## src/rtl/uart_pkg.sv

```systemverilog
// Shared definitions for the UART receive path: parity modes, LED policies,
// receiver state encoding and the clocks-per-bit helper.
package uart_pkg;

  localparam int PAR_NONE = 0;
  localparam int PAR_ODD  = 1;
  localparam int PAR_EVEN = 2;

  localparam int MODE_LATCH  = 0;
  localparam int MODE_TOGGLE = 1;

  typedef enum logic [2:0] {
    ST_IDLE,
    ST_START,
    ST_DATA,
    ST_PAR,
    ST_STOP,
    ST_WAIT_IDLE
  } rx_state_t;

  function automatic int clks_per_bit(input int clk_hz, input int baud);
    return clk_hz / baud;
  endfunction

endpackage

```

## src/rtl/uart_rx_core.sv

```systemverilog
// UART receiver: 2-flop synchronizer, frame FSM and registered result strobes.
// accept/word expose the good-frame decision one cycle early so the LED bank can load alongside rx_valid.
module uart_rx_core
  import uart_pkg::*;
#(
  parameter int CLK_HZ    = 12000000,
  parameter int BAUD      = 115200,
  parameter int DATA_BITS = 8,
  parameter int PARITY    = PAR_NONE
) (
  input  logic                 CLK,
  input  logic                 RST,
  input  logic                 UART_RX,
  output logic [DATA_BITS-1:0] rx_data,
  output logic                 rx_valid,
  output logic                 parity_err,
  output logic                 frame_err,
  output logic                 busy,
  output logic                 accept,
  output logic [DATA_BITS-1:0] word,
  output rx_state_t            state_dbg
);

  localparam int CPB   = clks_per_bit(CLK_HZ, BAUD);
  localparam int CNT_W = $clog2(CPB + 1);
  localparam logic [CNT_W-1:0] FULL_M1  = CNT_W'(CPB - 1);
  localparam logic [CNT_W-1:0] HALF_M1  = CNT_W'(CPB / 2 - 1);
  localparam logic [3:0]       LAST_BIT = 4'(DATA_BITS - 1);

  rx_state_t            state;
  logic [1:0]           sync;
  logic                 rx_s;
  logic                 rx_d;
  logic [CNT_W-1:0]     clk_cnt;
  logic [3:0]           bit_cnt;
  logic [DATA_BITS-1:0] shreg;
  logic                 par_bad;
  logic                 full;

  assign rx_s      = sync[1];
  assign full      = (clk_cnt == FULL_M1);
  assign busy      = (state != ST_IDLE);
  assign state_dbg = state;
  assign word      = shreg;
  assign accept    = (state == ST_STOP) && full && rx_s && !par_bad;

  // Strobes carry no ready: rx_data is valid on the rx_valid cycle and holds until the next good frame.
  always_ff @(posedge CLK) begin
    if (RST) begin
      state      <= ST_IDLE;
      sync       <= 2'b11;
      rx_d       <= 1'b1;
      clk_cnt    <= '0;
      bit_cnt    <= '0;
      shreg      <= '0;
      par_bad    <= 1'b0;
      rx_data    <= '0;
      rx_valid   <= 1'b0;
      parity_err <= 1'b0;
      frame_err  <= 1'b0;
    end else begin
      sync       <= {sync[0], UART_RX};
      rx_d       <= rx_s;
      rx_valid   <= 1'b0;
      parity_err <= 1'b0;
      frame_err  <= 1'b0;
      case (state)
        ST_IDLE: begin
          if (rx_d && !rx_s) begin
            state   <= ST_START;
            clk_cnt <= '0;
            bit_cnt <= '0;
            par_bad <= 1'b0;
          end
        end
        ST_START: begin
          if (clk_cnt == HALF_M1) begin
            clk_cnt <= '0;
            state   <= rx_s ? ST_IDLE : ST_DATA;
          end else begin
            clk_cnt <= clk_cnt + 1'b1;
          end
        end
        ST_DATA: begin
          if (full) begin
            clk_cnt <= '0;
            shreg   <= {rx_s, shreg[DATA_BITS-1:1]};
            bit_cnt <= bit_cnt + 1'b1;
            if (bit_cnt == LAST_BIT)
              state <= (PARITY != PAR_NONE) ? ST_PAR : ST_STOP;
          end else begin
            clk_cnt <= clk_cnt + 1'b1;
          end
        end
        ST_PAR: begin
          if (full) begin
            clk_cnt <= '0;
            par_bad <= (PARITY == PAR_ODD) ? ~(^shreg ^ rx_s) : (^shreg ^ rx_s);
            state   <= ST_STOP;
          end else begin
            clk_cnt <= clk_cnt + 1'b1;
          end
        end
        ST_STOP: begin
          if (full) begin
            clk_cnt <= '0;
            if (!rx_s) begin
              // A framing error outranks a parity error on the same word.
              frame_err <= 1'b1;
              state     <= ST_WAIT_IDLE;
            end else begin
              if (par_bad) begin
                parity_err <= 1'b1;
              end else begin
                rx_valid <= 1'b1;
                rx_data  <= shreg;
              end
              state <= ST_IDLE;
            end
          end else begin
            clk_cnt <= clk_cnt + 1'b1;
          end
        end
        ST_WAIT_IDLE: begin
          if (!rx_s) begin
            clk_cnt <= '0;
          end else if (full) begin
            clk_cnt <= '0;
            state   <= ST_IDLE;
          end else begin
            clk_cnt <= clk_cnt + 1'b1;
          end
        end
        default: state <= ST_IDLE;
      endcase
    end
  end

endmodule

```

## src/rtl/uart_led_rx.sv

```systemverilog
// UART-driven LED bank: receives words and either latches or XOR-toggles them
// onto the LEDs, in the same cycle rx_valid is raised.
module uart_led_rx
  import uart_pkg::*;
#(
  parameter int CLK_HZ    = 12000000,
  parameter int BAUD      = 115200,
  parameter int DATA_BITS = 8,
  parameter int PARITY    = PAR_NONE,
  parameter int LED_W     = 8,
  parameter int MODE      = MODE_LATCH
) (
  input  logic                 CLK,
  input  logic                 RST,
  input  logic                 UART_RX,
  output logic [LED_W-1:0]     led,
  output logic [DATA_BITS-1:0] rx_data,
  output logic                 rx_valid,
  output logic                 parity_err,
  output logic                 frame_err,
  output logic                 busy,
  output rx_state_t            state_dbg
);

  logic                 accept;
  logic [DATA_BITS-1:0] word;
  logic [LED_W-1:0]     word_led;

  uart_rx_core #(
    .CLK_HZ   (CLK_HZ),
    .BAUD     (BAUD),
    .DATA_BITS(DATA_BITS),
    .PARITY   (PARITY)
  ) u_core (
    .CLK       (CLK),
    .RST       (RST),
    .UART_RX   (UART_RX),
    .rx_data   (rx_data),
    .rx_valid  (rx_valid),
    .parity_err(parity_err),
    .frame_err (frame_err),
    .busy      (busy),
    .accept    (accept),
    .word      (word),
    .state_dbg (state_dbg)
  );

  // Size cast zero-extends a narrow word and keeps the LSBs of a wide one.
  assign word_led = LED_W'(word);

  always_ff @(posedge CLK) begin
    if (RST) begin
      led <= '0;
    end else if (accept) begin
      if (MODE == MODE_TOGGLE) led <= led ^ word_led;
      else                     led <= word_led;
    end
  end

endmodule

```

## config.mk

```make
export PLATFORM = sky130hd
export DESIGN_NAME = uart_led_rx
export DESIGN_NICKNAME = d
export VERILOG_FILES = /design/src/rtl/uart_pkg.sv /design/src/rtl/uart_rx_core.sv /design/src/rtl/uart_led_rx.sv
export SDC_FILE = /design/constraint.sdc
export NUM_CORES = 1
export LEC_CHECK = 0
export ABC_AREA = 0
export BUFFER_PORTS_ARGS = -buffer_cell sky130_fd_sc_hd__buf_2
export CAP_MARGIN = 30
export CELL_PAD_IN_SITES_DETAIL_PLACEMENT = 1
export CELL_PAD_IN_SITES_GLOBAL_PLACEMENT = 1
export CORE_MARGIN = 3
export CORE_UTILIZATION = 47
export CTS_CLUSTER_DIAMETER = 40
export DETAILED_ROUTE_END_ITERATION = 6
export GPL_TIMING_DRIVEN = 0
export HOLD_SLACK_MARGIN = 0.05
export PLACE_DENSITY = 0.88
export SKIP_LAST_GASP = 1
export SLEW_MARGIN = 20
export SYNTH_ARGS = -nofsm -noshare
export SYNTH_HDL_FRONTEND = slang
export SYNTH_HIERARCHICAL = 1
export SYNTH_SLANG_ARGS = --single-unit
```

## constraint.sdc

```tcl
create_clock -name CLK -period 3.4 [get_ports CLK]
set_input_delay 0.51 -clock CLK [delete_from_list [all_inputs] [get_ports CLK]]
set_output_delay 0.51 -clock CLK [all_outputs]
set_load 0.02 [all_outputs]
```

== Yosys cells after proc, flatten, opt, wreduce, memory -nomap -nowiden ==
Index checks and enable logic that the tools add are counted.

* $add $sub $neg: 2
* Eq/ne operators: 16
* Multiplexer cells: 25
* Bitwise logic cells: 5
* Reduce and logical (&&, ||, !) cells: 21

{| class="wikitable"
|+ Operators by type and width
! kind !! number
|-
| 2-to-1 mux 7 bit || 4
|-
| one-hot mux 7 bit (4 select lines) || 1
|-
| 2-to-1 mux 3 bit || 9
|-
| one-hot mux 3 bit (6 select lines) || 1
|-
| inequality test 2 x 1 -> 1 bit, second input constant || 8
|-
| 2-to-1 mux 4 bit || 2
|-
| one-hot mux 4 bit (2 select lines) || 1
|-
| AND reduction 8 bit || 1
|-
| parity 8 bit || 1
|-
| adder 7 x 1 -> 7 bit, second input constant || 1
|-
| equality test 7 x 6 -> 1 bit, second input constant || 1
|-
| equality test 7 bit, second input constant || 1
|-
| equality test 3 x 2 -> 1 bit, second input constant || 2
|-
| equality test 3 bit, second input constant || 2
|-
| AND reduction 3 bit || 2
|-
| OR reduction 3 bit || 2
|-
| 2-to-1 mux 1 bit || 5
|-
| adder 4 x 1 -> 4 bit, second input constant || 1
|-
| equality test 4 x 3 -> 1 bit, second input constant || 1
|-
| logical AND 1 bit || 4
|-
| inverter 1 bit || 4
|-
| AND reduction 2 bit || 2
|-
| AND reduction 4 bit || 1
|-
| nonzero test 2 bit || 2
|-
| other kinds (9) || 10
|}

* Flip-flop bits (word level): 45
* Input port bits: 3
* Output and inout port bits: 23
* Word-level logic and storage cells: 81

== Logic depth before layout (Yosys ltp) ==
* Depth in word-level cells: 4
* Depth in mapped cells: 7
* Depth with buffers taken out: 5

== Cells and area by module ==
Netlist, hierarchy kept.

{| class="wikitable"
|+ Modules (own cells, without submodules)
! module !! instances !! cells each !! area an instance (um2) !! sequential area each (um2)
|-
| uart_rx_core || 1 || 182 || 1,756.7 || 740.7
|-
| uart_led_rx || 1 || 26 || 285.3 || 160.2
|}

== Worst setup path after synthesis ==
Ideal clock, no wire load.

* Path kind: register to register
* From: register u_core.state[1], in the netlist u_core/state_dbg[1]
* To: register u_core.state[0], in the netlist u_core/state_dbg[0]
* Setup time: 0.123 ns
* Arrival time: 1.890 ns
* Required time: 3.277 ns
* Path slack: 1.387 ns
* Cell stages (with the launch flop): 7
* Buffers on the path: 2
* Clock period less this slack: 2.013 ns
* Cells stage by stage: dfxtp_1 -> buf_4 -> or3_1 -> buf_2 -> o32ai_1 -> or4_4 -> mux2_1

* Longest elaborated chain between the ends: 3
* Elaborated cells between the ends (all ways): 16
* Those cells by class: 13 x eq/ne; 1 x mux; 2 x reduce/logical

{| class="wikitable"
|+ Ends and longest elaborated chain
! element !! RTL line !! RTL
|-
| start, declared || uart_rx_core.sv:30 || <nowiki>rx_state_t state;</nowiki>
|-
| start signal, assigned || uart_rx_core.sv:79 || <nowiki>state <= rx_s ? ST_IDLE : ST_DATA;</nowiki>
|-
| start signal, assigned || uart_rx_core.sv:90 || <nowiki>state <= (PARITY != PAR_NONE) ? ST_PAR : ST_STOP;</nowiki>
|-
| equality test 3 bit, or another cell as far along || uart_rx_core.sv:67 || <nowiki>case (state)</nowiki>
|-
| inequality test 2 x 1 -> 1 bit (no line) || n/a ||
|-
| AND reduction 8 bit (no line) || n/a ||
|}

Parallel ways exist; a longest one is shown, timed or not.
A chain may end at the register's enable or synchronous reset.

== Final worst setup path ==
* From: register u_core.clk_cnt[0]
* To: register u_core.par_bad

* Longest elaborated chain between the ends: 3

{| class="wikitable"
|+ Ends and longest elaborated chain
! element !! RTL line !! RTL
|-
| start, declared || uart_rx_core.sv:34 || <nowiki>logic [CNT_W-1:0] clk_cnt;</nowiki>
|-
| start signal, assigned || uart_rx_core.sv:81 || <nowiki>clk_cnt <= clk_cnt + 1'b1;</nowiki>
|-
| start signal, assigned || uart_rx_core.sv:92 || <nowiki>clk_cnt <= clk_cnt + 1'b1;</nowiki>
|-
| start signal, assigned || uart_rx_core.sv:101 || <nowiki>clk_cnt <= clk_cnt + 1'b1;</nowiki>
|-
| equality test 7 bit || uart_rx_core.sv:41 || <nowiki>assign full = (clk_cnt == FULL_M1);</nowiki>
|-
| inequality test 2 x 1 -> 1 bit (no line) || n/a ||
|-
| AND reduction 3 bit (no line) || n/a ||
|-
| end signal, assigned || uart_rx_core.sv:98 || <nowiki>par_bad <= (PARITY == PAR_ODD) ? ~(^shreg ^ rx_s) : (^shreg ^ rx_s);</nowiki>
|-
| end, declared || uart_rx_core.sv:37 || <nowiki>logic par_bad;</nowiki>
|}

Every way passes these cells.

==> results.toml <==
[outcome]
status = "completed"

[floorplanning]
die_h_um = 71.92
boundaryPins = 26
core_area_sq_mm = 0.004086
die-area_sq_mm = 0.005172
die_x_um = 71.92
start_util_pct = 49.97
rows = 23

[timing]
period_share_pct = 61.89
fin_setup_tns_ns = 0
rsz0062_at_grt = "false"
slew_viol_final = 0
finalSetupViolations = 0
clock_skew_ns = 0.007189
hold_viol = 0
slew_headroom_pct = 50.77
fmax_mhz = 475.2
whs_ns = 0.3824
period_needed_ns = 2.104
worst-slew-pin-transition_ns = 0.7341

[yosys]
synth_seq_area_share_pct = 44.12
synth_top_area_cell = "dfxtp_1"
synthSimpleGateAreaFrac_pct = 22.37
yosysWarnings = 6
synthCells = 208
synth_top_family_by_area = "simple AND/OR/NAND/NOR gates"
synth_top_area_share_pct = 44.12
synth-xor-area-share_pct = 5.821
synthFlopType = "dfxtp_1"
syn-cell-area_sq_mm = 0.002042
synth_mux_area_share_pct = 13.79
syn_area_per_cell_sq_um = 9.817
synth_edf_count = 0
syn_nets = 213
ys_ff_latch = 45
ys_async_sr_fraction_pct = 0
yosys.cell_count.top_type = "dfxtp_1"
synthTopCellsByCount = "dfxtp_1 (45), mux2i_1 (27), nor2_1 (25)"
synthAdderAreaFrac_pct = 1.225
synth_area_leaders = "dfxtp_1 (44%), mux2i_1 (13%), nor2_1 (4.6%)"
synth_cell_type_count = 50
synth_compound_area_share_pct = 8.578

[grt]
grtUsageMet1_pct = 25.26
met3_usage_pct = 3.463
grt_util_all_layers_pct = 20.30
antenna_found_initial = 0
grt_pass1_wl_um = 8245
grt_max_degree = 15
grt_pass1_vias = 1704
grt_remaining_overflow = 0
gr-usage-met2_pct = 34.08
busiest_layer = "met2"

[worst_setup_path]
startpoint = "u_core/clk_cnt[0]"
r2r_start = "u_core/clk_cnt[0]"
endpoint_kind = "flop"
worstPathArrival_ns = 2.31
worst_ep_required_time_ns = 3.60
cp_max_fo = 5
crit_type = "reg -> reg"
cp-start-kind = "flop"

[routing]
avgRoutedWirePerCell_um = 16.35
vias = 1639
post-route-drc-count = 0
via_per_inst = 5.632
dr.pass1.iters = 4
routed_wl_um = 4758
drt_iter0_drc = 73
antenna_left = 0

[clocking]
htreeDepth = 2
clk_latency_ns = 0.30
post_cts_resized = 0
clkSinkCount = 45
cts_tree = "built"
post_cts_buffers = 0
path_clk_slew_ns = 0.08
clockRootBuffer = "clkbuf_8"
numCtsBuffers = 5
cts_buffer_depth = 2
cts_hold_buf = 0

[placed_design]
dp_hpwl_um = 3506
routabilityCongestion = 0.8180
io_buffers = 25
dpl.cell_count = 283

[cells_and_area]
synthToLayoutAreaGrowth_pct = 13.48
drive_gt1_share_pct = 18.26
num_antenna_cells = 0
layout.cells.non_filler = 291
nNetsFinal = 245

[power]
static-leakage-power_nw = 0.8649
powerDensity_mw_per_mm2 = 474.4
ir_drop_mv = 0.2107

[min_path]
min-delay-start = "UART_RX"
hold_path_class = "in -> reg"

[job]
cap_violations = 0
[worst max-delay path: stages (launching register included)]
cell and delay, ns:
dfxtp_1 0.37, ha_1 0.24, nand4b_1 0.20, or4_4 0.57
or4b_1 0.52, o311ai_1 0.10
[layout make-up]
type | instances | area, sq um
Clock inverter | 2 | 15.01
Inverter | 2 | 7.507
Tap cell | 50 | 62.56
Fill cell | 489 | 1769
Timing Repair Buffer | 25 | 125.1
Buffer | 15 | 76.32
Sequential cell | 45 | 900.9
Multi-Input combinational cell | 146 | 1057
Clock buffer | 6 | 72.57
[routing by layer]
layer	vias up	share of wire, %
met3	9	2.8
met1	795	47
met5	-	0
met2	28	49
met4	0	2.0
li1	807	-
[power breakdown]
part | switching (mW) | internal [mW]
Clock | 0.183 | 0.145
Sequential | 0.0142 | 0.543
Combinational | 0.131 | 0.0828
Total | 0.329 | 0.770
[cell families (layout without fill, tap and decap cells)]
| family | count (synthesis) | count (layout) |
|---|---|---|
| xor gates and xnor gates | 12 | 12 |
| adders and majority gates | 2 | 2 |
| muxes | 28 | 28 |
| DFF | 45 | 45 |
| and+or+nand+nor | 80 | 80 |
| buffers and inverters | 17 | 50 |
| AOI/OAI and AO/OA | 24 | 24 |
[worst paths after layout]
path / endpoint / slack [ns] / cells past startpoint
max: u_core/par_bad / 1.30 / 5
min reg2reg: led[1] / 0.49 / 2
max reg2reg: u_core/par_bad / 1.30 / 5
min: u_core/sync[0] / 0.38 / 2
[registers in the layout, summed over array words and instances (netlist names)]
signal and flops:
u_core/par_bad 1, u_core/rx_data 8, led 8, u_core/clk_cnt 7
u_core/word 8, u_core/rx_valid 1, u_core/parity_err 1, u_core/bit_cnt 4
u_core/sync 2, u_core/state_dbg 3, u_core/rx_d 1, u_core/frame_err 1
[cells in the final DEF, fill, tap and decap left out, types with 4 or more instances in the layout]
cell type / instances
dfxtp_1: 45
nor3_1: 9
nand2_1: 5
nand2b_1: 9
mux2i_1: 27
nor2_1: 25
clkbuf_8: 5
buf_2: 29
xnor2_1: 5
clkbuf_1: 8
xor2_1: 6
nor2b_1: 4
[metrics by stage]
| step | area [sq um] | setup slack, ns | util, % | power [mW] |
|---|---|---|---|---|
| floorplan | 2042 | 1.387 | - | 0.7262 |
| global placement | 2230 | 1.380 | 54.56 | 0.7780 |
| detailed placement | 2230 | 1.335 | 54.56 | 0.7807 |
| CTS | 2317 | 1.308 | 56.71 | 1.113 |
| global route | 2317 | 1.169 | 56.71 | 1.158 |
| finish | 2317 | 1.296 | 56.71 | 1.099 |
(Power assumes the default switching activity.)
